**config.mk**
```make
export PLATFORM = sky130hd
export DESIGN_NAME = bbc_host_bus_responder
export DESIGN_NICKNAME = d
export VERILOG_FILES = /design/src/rtl/bbc_host_bus_responder.sv
export SDC_FILE = /design/constraint.sdc
export NUM_CORES = 1
export LEC_CHECK = 0
export CAP_MARGIN = 15
export CORE_MARGIN = 2
export CORE_UTILIZATION = 35
export DETAILED_ROUTE_END_ITERATION = 12
export PLACE_DENSITY = 0.73
export REMOVE_ABC_BUFFERS = 1
export SLEW_MARGIN = 20
export SYNTH_ARGS = -nofsm -noshare
export SYNTH_HDL_FRONTEND = slang
export SYNTH_SLANG_ARGS = --single-unit
```
**constraint.sdc**
```tcl
create_clock -name hsclk -period 3.3 [get_ports hsclk]
set_input_delay 0.66 -clock hsclk [delete_from_list [all_inputs] [get_ports hsclk]]
set_output_delay 0.66 -clock hsclk [all_outputs]
set_load 0.005 [all_outputs]
```
**src/rtl/bbc_host_bus_responder.sv**
```systemverilog
// bbc_host_bus_responder
//   Host end of the 6502 CPU-socket interface. It generates phi0 from hsclk,
//   samples the accelerator's address/rnw/sync at the end of phase 1, stretches
//   phase 2 for addresses in the slow I/O window, and bridges each bus cycle to
//   a simple memory port. It also drives rdy for host-requested read waits.
// Ports
//   hsclk, reset           : clock, synchronous active-high reset
//   bbc_phi0               : generated phi0 (0 = phase 1, 1 = phase 2)
//   bbc_a/rnw/sync/d_in    : bus inputs from the accelerator
//   bbc_d_out/bbc_d_oe     : read data and its drive enable towards the accelerator
//   rdy                    : 0 while the current read is a wait cycle
//   host_wait              : host request to turn the current read into a wait
//   mem_addr/rd/rdata/wr/wdata : memory port (rdata valid one hsclk after mem_rd)
//   sync_addr              : address of the last completed opcode fetch
//   slow_cycle             : high for the whole phase 2 of a stretched cycle
module bbc_host_bus_responder #(
  parameter int unsigned DIVIDE     = 4,
  parameter logic [15:0] SLOW_LO    = 16'hFC00,
  parameter logic [15:0] SLOW_HI    = 16'hFEFF,
  parameter int unsigned SLOW_EXTRA = 8
) (
  input  logic        hsclk,
  input  logic        reset,
  output logic        bbc_phi0,
  input  logic [15:0] bbc_a,
  input  logic        bbc_rnw,
  input  logic        bbc_sync,
  input  logic [7:0]  bbc_d_in,
  output logic [7:0]  bbc_d_out,
  output logic        bbc_d_oe,
  output logic        rdy,
  input  logic        host_wait,
  output logic [15:0] mem_addr,
  output logic        mem_rd,
  input  logic [7:0]  mem_rdata,
  output logic        mem_wr,
  output logic [7:0]  mem_wdata,
  output logic [15:0] sync_addr,
  output logic        slow_cycle
);

  localparam int unsigned CW = $clog2(DIVIDE + SLOW_EXTRA);
  localparam logic [CW-1:0] FAST_LAST = CW'(DIVIDE - 1);
  localparam logic [CW-1:0] SLOW_LAST = CW'(DIVIDE + SLOW_EXTRA - 1);
  localparam logic [CW-1:0] CNT_ONE   = CW'(1);

  typedef enum logic {PH1, PH2} state_e;

  state_e        state_q, state_d;
  logic [CW-1:0] cnt_q, cnt_d;
  logic          phi0_q, phi0_d;
  logic          rnw_q, rnw_d;
  logic          sync_q, sync_d;
  logic          slow_q, slow_d;
  logic          wait_q, wait_d;
  logic          rdy_q, rdy_d;
  logic          rd_q, rd_d;
  logic          wr_q, wr_d;
  logic          oe_q, oe_d;
  logic [15:0]   addr_q, addr_d;
  logic [15:0]   sync_addr_q, sync_addr_d;
  logic [7:0]    dout_q, dout_d;
  logic [7:0]    wdata_q, wdata_d;
  logic          wait_req;
  logic          good_read;

  always_comb begin
    state_d     = state_q;
    cnt_d       = cnt_q + CNT_ONE;
    phi0_d      = phi0_q;
    rnw_d       = rnw_q;
    sync_d      = sync_q;
    slow_d      = slow_q;
    wait_d      = wait_q;
    rdy_d       = rdy_q;
    rd_d        = 1'b0;
    wr_d        = 1'b0;
    oe_d        = oe_q;
    addr_d      = addr_q;
    sync_addr_d = sync_addr_q;
    dout_d      = dout_q;
    wdata_d     = wdata_q;
    wait_req    = host_wait & bbc_rnw;
    good_read   = rnw_q & ~wait_q;

    unique case (state_q)
      PH1: begin
        if (cnt_q == FAST_LAST) begin
          state_d = PH2;
          cnt_d   = '0;
          phi0_d  = 1'b1;
          addr_d  = bbc_a;
          rnw_d   = bbc_rnw;
          sync_d  = bbc_sync;
          slow_d  = (bbc_a >= SLOW_LO) && (bbc_a <= SLOW_HI);
          wait_d  = wait_req;
          rdy_d   = ~wait_req;
          rd_d    = bbc_rnw & ~wait_req;
        end
      end
      PH2: begin
        // Memory answers one hsclk after the strobe, so data is captured at the
        // end of PH2 cycle 1 while the enable already rises at cycle 1.
        if (cnt_q == '0 && good_read) oe_d = 1'b1;
        if (cnt_q == CNT_ONE && good_read) dout_d = mem_rdata;
        if (cnt_q == (slow_q ? SLOW_LAST : FAST_LAST)) begin
          state_d = PH1;
          cnt_d   = '0;
          phi0_d  = 1'b0;
          oe_d    = 1'b0;
          if (!rnw_q) begin
            wdata_d = bbc_d_in;
            wr_d    = 1'b1;
          end else if (sync_q && !wait_q) begin
            sync_addr_d = addr_q;
          end
        end
      end
      default: begin
        state_d = PH1;
        cnt_d   = '0;
      end
    endcase
  end

  always_ff @(posedge hsclk) begin
    if (reset) begin
      state_q     <= PH1;
      cnt_q       <= '0;
      phi0_q      <= 1'b0;
      rnw_q       <= 1'b0;
      sync_q      <= 1'b0;
      slow_q      <= 1'b0;
      wait_q      <= 1'b0;
      rdy_q       <= 1'b1;
      rd_q        <= 1'b0;
      wr_q        <= 1'b0;
      oe_q        <= 1'b0;
      addr_q      <= '0;
      sync_addr_q <= '0;
      dout_q      <= '0;
      wdata_q     <= '0;
    end else begin
      state_q     <= state_d;
      cnt_q       <= cnt_d;
      phi0_q      <= phi0_d;
      rnw_q       <= rnw_d;
      sync_q      <= sync_d;
      slow_q      <= slow_d;
      wait_q      <= wait_d;
      rdy_q       <= rdy_d;
      rd_q        <= rd_d;
      wr_q        <= wr_d;
      oe_q        <= oe_d;
      addr_q      <= addr_d;
      sync_addr_q <= sync_addr_d;
      dout_q      <= dout_d;
      wdata_q     <= wdata_d;
    end
  end

  assign bbc_phi0   = phi0_q;
  assign bbc_d_out  = dout_q;
  assign bbc_d_oe   = oe_q;
  assign rdy        = rdy_q;
  assign mem_addr   = addr_q;
  assign mem_rd     = rd_q;
  assign mem_wr     = wr_q;
  assign mem_wdata  = wdata_q;
  assign sync_addr  = sync_addr_q;
  assign slow_cycle = slow_q & (state_q == PH2);

endmodule

```
==> results_dict.tcl <==
set metrics [dict create \
    place_congestion 0.8149 \
    grt_max_degree 40 \
    seq_area_um2 1241 \
    cts_resized 0 \
    ys_async_sr_fraction_pct 0 \
    rsz0062_at_grt "no" \
    power.density_nw_per_um2 407.2 \
    setup_tns_ps 0 \
    status "complete, no violations" \
    p_seq_share_pct 52.6 \
    synth_common_cells "nand2_1 (103), dfxtp_1 (62), mux2i_1 (32)" \
    finalHoldViolCount 0 \
    leakage_nw 1.219 \
    period_minus_slack_ps 2216 \
    syn-cell-area_um2 2451 \
    clock_skew_ps 4.275 \
    portBuffers 90 \
    maxCapViolCount 0 \
    m1WireLength_um 2557 \
    grt_use_total_pct 15.49 \
    fillers 629 \
    num_rows 30 \
    cts.sinks 62 \
    coreArea_um2 6794 \
    start_kind "register" \
    yosysMostFrequentCell "nand2_1" \
    tightest_slew_ps 985.7 \
    hold_depth 2 \
    vias_per_cell 4.604 \
    crit_fanout 10 \
    post-synth-top-area-cell "dfxtp_1" \
    worstPathRequired_ps 2640 \
    grt_pass1_wl_um 9246 \
    critical_path_arrival_ps 1560 \
    power_switching_share_pct 22.47 \
    drive_gt1_share_pct 5.882 \
    p_clk_share_pct 38.9 \
    timing.final.crit_share_pct 67.15 \
    antenna_cells 0 \
    ys.flop_type "dfxtp_1" \
    clk_pin_slew_worst_paths_ps 60 \
    synthCells 282 \
    clk_path_buf_depth 2 \
    firstDrtPassIters 4 \
    initial_core_util_pct 36.08 \
    synth_seq_cells 62 \
    switchingPower_uw 330.7 \
    min_path_type "reg -> reg" \
    slew-limit-headroom_pct 34.07 \
    vdd_drop_max_v 0.0001594 \
    grt-ovfl-total 0 \
    drv_slew 0 \
    post_cts_buffers 0 \
    layout-area-overhead-vs-synth_pct 47.47 \
    fmax_ghz 0.4513 \
    antenna_found_initial 0 \
    yosysUniqueCellTypes 35 \
    setup_violations 0 \
    p_int_mw 1.141 \
    synth_seq_area_share_pct 50.64 \
    ant_nets 0 \
    wire_per_inst_um 12.38 \
    ff2ff_path_depth 4 \
    htreeDepth 3 \
    detailed_place_hpwl_um 4175 \
    drc 0 \
    cts_tree "done" \
    die_h_um 87.69 \
    drtIter0Drc 71 \
    grt_pass1_vias 2061 \
    multi_input_area_um2 1125 \
    cts_made_buffers 9 \
    avgSynthCellArea_um2 8.692 \
    cp-end-kind "output pin" \
    dpl.cell_count 455 \
    ys_top_cells_by_area "dfxtp_1 (51%), nand2_1 (16%), mux2i_1 (13%), a21oi_1 (4.5%), clkbuf_1 (1.8%)" \
    ctsHoldBuffers 0 \
    synth_top_cell_area_share_pct 50.64 \
    cts_root_buf "clkbuf_8" \
    routed-via-count 2164 \
    top_layer "met4" \
    synth-edff-count 0 \
    yosysWarnings 0 \
    layout.cells.non_filler 470 \
    wl_met2_um 2901 \
    die_w_um 87.69 \
    drt_wl_total_um 5820 \
    combPwrFrac_pct 8.5 \
    die_area_um2 7689 \
    clock_latency_ps 330 \
    io_pins 91 \
    wl_met3_um 247 \
    crit_type "reg -> out" \
    finalNetCount 410 \
]
-- critical path: stages, from the launching register on --
cell	delay, ps
dfxtp_1	520
and2_1	200
clkdlybuf4s50_1	510
-- cell families after synthesis --
group | count (synthesis) | synth area share [%]
xor gates and xnor gates | 2 | 0.7148
buffers and inverters | 24 | 4.339
AOI/OAI and AO/OA | 32 | 7.300
DFF | 62 | 50.64
and+or+nand+nor | 127 | 22.41
adders and majority gates | 3 | 1.532
muxes | 32 | 13.07
-- stage by stage --
step                power, mW  util, %  worst slack [ps]  area (um2)  hold WS [ps]
floorplan              0.8306        -              1031        2367         430.5
global placement       0.9129    50.74              1103        3447         442.2
detailed placement     0.9157    50.74              1002        3447         448.4
CTS                     1.485    53.20              1071        3615         463.0
global route            1.538    53.20             998.7        3615         481.2
finish                  1.472    53.20              1084        3615         458.1
-- path summary, 6_finish.rpt --
check                       startpoint                        end  slack [ps]
max                 state_q$_SDFF_PP0_                 slow_cycle        1080
min          sync_addr[0]$_SDFFE_PP0P_  sync_addr[0]$_SDFFE_PP0P_         460
max reg2reg        cnt_q[0]$_SDFF_PP0_  sync_addr[6]$_SDFFE_PP0P_        1250
min reg2reg  sync_addr[0]$_SDFFE_PP0P_  sync_addr[0]$_SDFFE_PP0P_         460
-- sequential cells by signal, summed over array words and instances (netlist names), 4 cells and up --
register and cells:
bbc_d_out 8, cnt_q 4, mem_addr 16, mem_wdata 8, sync_addr 16
-- power groups by stage --
stage	Sequential (mW)	Combinational, mW	Clock, mW
4_1_cts	0.774	0.126	0.586
3_5_place_dp	0.791	0.125	0
2_1_floorplan	0.788	0.0422	0
6_report	0.774	0.125	0.573
5_1_grt	0.776	0.138	0.624
3_3_place_gp	0.790	0.123	0
-- metal layers --
metal / vias up / GRT usage (%)
met5: - / 0
met2: 57 / 25.90
li1: 1095 / -
met3: 10 / 4.807
met1: 1002 / 17.92
met4: 0 / 7.692
-- cells in the final DEF, fill, tap and decap left out, types with 2 or more instances in the layout --
master	n
dfxtp_1	62
a21oi_1	22
mux2i_1	32
o21ai_0	4
ha_1	3
inv_1	5
clkbuf_8	11
nand2_1	103
clkdlybuf4s50_1	90
nand3_1	2
nor2_1	4
nand2b_1	3
clkbuf_1	3
nand3b_1	2
and2_1	2
buf_4	5
-- cell type report --
| cell class | count | area share, % |
|---|---|---|
| clock buffer | 14 | 4.500 |
| clock inverter | 1 | 0.1385 |
| inverter | 6 | 0.6231 |
| multi-input combinational | 196 | 31.12 |
| sequential | 62 | 34.34 |
| tap | 96 | 3.323 |
| timing repair buffer | 95 | 25.96 |
No activity file was read; power rests on OpenSTA's default activity.
